==> config.mk <==
export PLATFORM = sky130hd
export DESIGN_NAME = rgb_led_sched
export DESIGN_NICKNAME = d
export VERILOG_FILES = /design/src/rtl/rgb_led_sched.sv
export SDC_FILE = /design/constraint.sdc
export NUM_CORES = 1
export LEC_CHECK = 0
export CAP_MARGIN = 10
export CORE_MARGIN = 1
export CORE_UTILIZATION = 42
export CTS_CLUSTER_DIAMETER = 50
export DETAILED_ROUTE_END_ITERATION = 12
export PLACE_DENSITY = 0.8
export SYNTH_ARGS = -nofsm -noshare
export SYNTH_HDL_FRONTEND = slang
export SYNTH_SLANG_ARGS = --single-unit
==> constraint.sdc <==
create_clock -name clk -period 2.7 [get_ports clk]
set_input_delay 0.27 -clock clk [delete_from_list [all_inputs] [get_ports clk]]
set_output_delay 0.27 -clock clk [all_outputs]
set_load 0.05 [all_outputs]
==> src/rtl/rgb_led_sched.sv <==
// ============================================================================
// Module   : rgb_led_sched
// Purpose  : Round-robin scheduler that shares one RGB LED among three
//            requesters. Optional PWM dimming is enabled by the macro
//            RGB_LED_SCHED_PWM_EN.
// Revision : 1.0
// ============================================================================
`timescale 1ns/1ps
`default_nettype none

module rgb_led_sched #(
    parameter int HOLD_W = 8,
    parameter int PWM_W  = 4
) (
    input  logic                  clk,
    input  logic                  rst_n,
    input  logic [2:0]            req,
    input  logic [8:0]            req_color,
    input  logic [3*HOLD_W-1:0]   req_hold,
    input  logic [PWM_W-1:0]      duty,
    output logic [2:0]            grant,
    output logic [2:0]            done,
    output logic                  busy,
    output logic                  led_green,
    output logic                  led_red,
    output logic                  led_blue
);

    typedef enum logic [1:0] {
        ST_IDLE = 2'd0,
        ST_SHOW = 2'd1,
        ST_GAP  = 2'd2
    } state_t;

    state_t              r_state;
    state_t              w_next;
    logic [1:0]          r_owner;
    logic [1:0]          r_last;
    logic [2:0]          r_color;
    logic [HOLD_W-1:0]   r_hold_cnt;
    logic [1:0]          w_win;
    logic                w_win_vld;
    logic                w_take;
    logic [2:0]          w_sel_color;
    logic [HOLD_W-1:0]   w_sel_hold;
    logic                w_show;
    logic                w_pwm_on;
    logic [2:0]          w_owner_onehot;

    // Scan order starts just after the previous owner, so the previous
    // owner is always considered last.
    always_comb begin
        w_win_vld = |req;
        w_win     = 2'd0;
        case (r_last)
            2'd0: begin
                if (req[1])      w_win = 2'd1;
                else if (req[2]) w_win = 2'd2;
                else             w_win = 2'd0;
            end
            2'd1: begin
                if (req[2])      w_win = 2'd2;
                else if (req[0]) w_win = 2'd0;
                else             w_win = 2'd1;
            end
            default: begin
                if (req[0])      w_win = 2'd0;
                else if (req[1]) w_win = 2'd1;
                else             w_win = 2'd2;
            end
        endcase
    end

    always_comb begin
        w_sel_color = req_color[2:0];
        w_sel_hold  = req_hold[HOLD_W-1:0];
        case (w_win)
            2'd1: begin
                w_sel_color = req_color[5:3];
                w_sel_hold  = req_hold[2*HOLD_W-1:HOLD_W];
            end
            2'd2: begin
                w_sel_color = req_color[8:6];
                w_sel_hold  = req_hold[3*HOLD_W-1:2*HOLD_W];
            end
            default: ;
        endcase
    end

    always_comb begin
        w_next = r_state;
        w_take = 1'b0;
        case (r_state)
            ST_IDLE, ST_GAP: begin
                if (w_win_vld) begin
                    w_next = ST_SHOW;
                    w_take = 1'b1;
                end else begin
                    w_next = ST_IDLE;
                end
            end
            ST_SHOW: begin
                if (r_hold_cnt == '0) begin
                    w_next = ST_GAP;
                end
            end
            default: w_next = ST_IDLE;
        endcase
    end

    always_ff @(posedge clk or negedge rst_n) begin
        if (!rst_n) begin
            r_state <= ST_IDLE;
        end else begin
            r_state <= w_next;
        end
    end

    always_ff @(posedge clk or negedge rst_n) begin
        if (!rst_n) begin
            r_owner    <= 2'd0;
            r_last     <= 2'd2;
            r_color    <= 3'd0;
            r_hold_cnt <= '0;
        end else if (w_take) begin
            r_owner    <= w_win;
            r_color    <= w_sel_color;
            r_hold_cnt <= w_sel_hold;
        end else if (r_state == ST_SHOW) begin
            // Counter parks at zero; the SHOW->GAP transition handles the end.
            if (r_hold_cnt == '0) begin
                r_last <= r_owner;
            end else begin
                r_hold_cnt <= r_hold_cnt - 1'b1;
            end
        end
    end

`ifdef RGB_LED_SCHED_PWM_EN
    logic [PWM_W-1:0] r_pwm_cnt;

    always_ff @(posedge clk or negedge rst_n) begin
        if (!rst_n) begin
            r_pwm_cnt <= '0;
        end else begin
            r_pwm_cnt <= r_pwm_cnt + 1'b1;
        end
    end

    assign w_pwm_on = (r_pwm_cnt < duty);
`else
    logic w_unused_duty;

    assign w_unused_duty = ^duty;
    assign w_pwm_on      = 1'b1;
`endif

    assign w_show         = (r_state == ST_SHOW);
    assign w_owner_onehot = 3'b001 << r_owner;

    assign grant     = w_show ? w_owner_onehot : 3'b000;
    assign done      = (r_state == ST_GAP) ? w_owner_onehot : 3'b000;
    assign busy      = w_show;
    assign led_green = r_color[0] & w_show & w_pwm_on;
    assign led_red   = r_color[1] & w_show & w_pwm_on;
    assign led_blue  = r_color[2] & w_show & w_pwm_on;

endmodule

`default_nettype wire
==> impl_results.md <==
* Status: complete, no violations
* Area Growth Syn to Fin at 42.47%
* Sequential cell area fraction in the yosys report at 35.15%
* Met1 Wirelength at 1158 microns
* Worst-path fanout max at 8
* Slew Viols, Final at 0
* Global-route wire length before repair at 5085 microns
* CTS tree: yes
* Grt ovf at 0
* Non-filler cells, final at 223
* Worst Setup EP: led_red
* Max Root-Sink Buffers at 2
* Total wire length at 2951 microns
* CTS sink count at 17
* Clock Pin Slew Worst Setup and Hold Paths at 100 ps
* N_diodes at 0
* Met2 routed WL at 1600 microns
* Leakage at 0.0006908 uW
* RePlAce Congestion at 0.8831
* DPL Wire Length at 2417 microns
* Fin crit share at 90.87%
* Clk_lat worst skew at 300 ps
* FF-to-FF setup slack at 420 ps
* Dpl cells at 219
* Vias at 1195
* Wire per inst at 13.23 microns
* Largest net degree at the start of global routing at 23
* Worst setup path start: r_state[1]
* DRC at 0
* Total CTS buffers at 3
* Setup TNS at 0 ps
* Die width at 55.76 microns
* Layout cells sized above 1 at 7.813%
* Synth cell types at 35
* Average cell area after synthesis at 8.256 sq um
* Via/cell ratio at 5.359
* Final-report hold violation count at 0
* WP data required at 2430 ps
* NetSw at 879.3 uW
* Sequential share of power at 28.1%
* Count of final setup violators at 0
* WL met3 at 149 microns
* Initial antenna violation count at 0
* Type of origin of the critical path: flip-flop
* Post-CTS Setup Inserts at 0
* Nets at 239
* Pwr Total at 1789 uW
* Filler cells at 256
* Vias in the first global route at 1267
* Resized Gates After CTS at 0
* I/O Buffers at 47
* Reg2reg start: r_last[1]
* Die Span Y at 55.76 microns
* Core Region at 2758 sq um
* Gr usage total at 20.71%
* Worst-margin pin slew at 739.1 ps
* Clk root buf: clkbuf_4
* Synth top area cells: dfrtp_1, a22oi_1, o21ai_0, nand2_1, ha_1
* Syn Nets at 193
* Yosys warns at 0
* Yosys top cell area share at 32.99%
* Synthesis-stage register bit count at 17
* Worst Skew at 0.7443 ps
* Worst path slowest cell: clkdlybuf4s50_1
* Crit-path max cell delay at 800 ps
* CTS H-tree depth at 1
* Worst Setup End Kind: output port
* Combinational cell fraction of total power at 64.1%
* Die Area at 3109 sq um
* Post-Syn Area at 1214 sq um
* Sw frac at 49.15%
* Commonest non-fill, non-tap cells in the layout: clkdlybuf4s50_1, nand2_1, o21ai_0, dfrtp_1, nor2_1
* Hold WS at 402.4 ps
* Cells after synthesis at 147
* Setup CP Type: reg -> out
* ANT nets after route at 0
* Commonest non-fill, non-tap cell in the layout: clkdlybuf4s50_1
* CP Data Arrival Time at 2180 ps
* Reg2reg path depth at 8
* Max Used Layer: met4
* Rel. slew slack at 50.57%
* Cell accounting for the most synthesized area: dfrtp_1
* FF-to-FF End: r_hold_cnt[1]
* Worst min path class: in -> async
* Clock power share at 7.8%
* # IOs at 52
* Peak supply drop at 761.3 uV
* Cell Rows at 19
* Pwr per Cell Area at 1035 nW/um^2
* # hold bufs at CTS at 0
* Pint at 909.8 uW
* Crit path cell chain: nand2b_1 -> inv_1 -> and2_1 -> clkdlybuf4s50_1
* Drt first-iter violations at 22
* Highest Clock Rate at 407.6 MHz
* First-pass iteration count of the detailed router at 6
* Unrepaired setup endpoints after global routing: no
* Final Critical Period at 2454 ps
* Starting density of the core at 44.01%
* Maxcap violations at 0
==> worst max-delay path: cells and delay by family, from the launching register on <==
kind	cells	cell delay, ps
buffers and inverters	2	1030
AND/OR/NAND/NOR	2	450
flip-flops	1	420
==> Yosys cell counts (all sizes together) <==
cell type	number
or2	3
and2	3
nand3	2
o21ai	17
a2111oi	1
nor3	4
nand2b	7
dfrtp	16
inv	8
nor4	1
mux2	3
mux2i	2
a21oi	9
a31oi	1
nand2	18
dfstp	1
nand4	1
ha	4
nor4b	1
nor2	13
a211oi	4
clkbuf	7
and3	1
a22oi	11
nor3b	2
or3	1
a2bb2oi	1
xnor2	5
==> worst min path at each step <==
stage / from / end / slack [ps] / depth (start not counted)
after floorplan: rst_n / r_color[0] / -30 / 0
after global placement: r_color[0] / r_color[0] / 460 / 2
after detailed placement: r_color[2] / r_color[2] / 470 / 2
after global routing: rst_n / r_hold_cnt[5] / 460 / 1
after CTS: rst_n / r_hold_cnt[3] / 420 / 1
final: rst_n / r_hold_cnt[3] / 400 / 1
==> final cells by class <==
class | instances | area [sq um] | area share, %
repair buffers | 48 | 478.0 | 27.64
flip-flops and latches | 17 | 426.7 | 24.67
clock buffers | 4 | 26.28 | 1.520
inverters | 8 | 30.03 | 1.737
multi-input cells | 115 | 729.5 | 42.19
well taps | 31 | 38.79 | 2.243
==> kinds of logic (layout without fill, tap and decap cells) <==
family	after synthesis	in the layout	share of synthesized area (%)
buffers and inverters	15	60	4.742
and+or+nand+nor	57	57	24.54
DFF	17	17	35.15
AOI/OAI and AO/OA	44	44	23.09
muxes	5	5	4.742
adders and majority gates	4	4	4.124
xor gates and xnor gates	5	5	3.608
==> per-stage QoR <==
stage,utilization (%),worst slack (ps),area (sq um)
2_1_floorplan,-,710.7,1214
3_3_place_gp,61.75,314.9,1703
3_5_place_dp,61.75,186.1,1703
4_1_cts,62.70,225.7,1729
5_1_grt,62.70,105.9,1729
6_report,62.70,246.4,1729
==> power by group through the flow <==
stage	registers, uW	clock network (uW)	logic (uW)
after floorplan	475	0	870
after global placement	494	0	1110
after detailed placement	505	0	1150
after CTS	500	145	1150
after global routing	512	155	1270
final	502	140	1150
==> layer usage <==
metal,global-route usage [%],vias up
met4,12.14,0
met3,1.628,4
met5,0,-
met2,39.59,49
met1,21.91,537
li1,-,605
==> flip-flops by register name, indices dropped and copies added (netlist names) <==
signal,flops
r_color,3
r_hold_cnt,8
r_owner,2
r_state,2
r_last,2
Power figures use the tool's default switching activity.
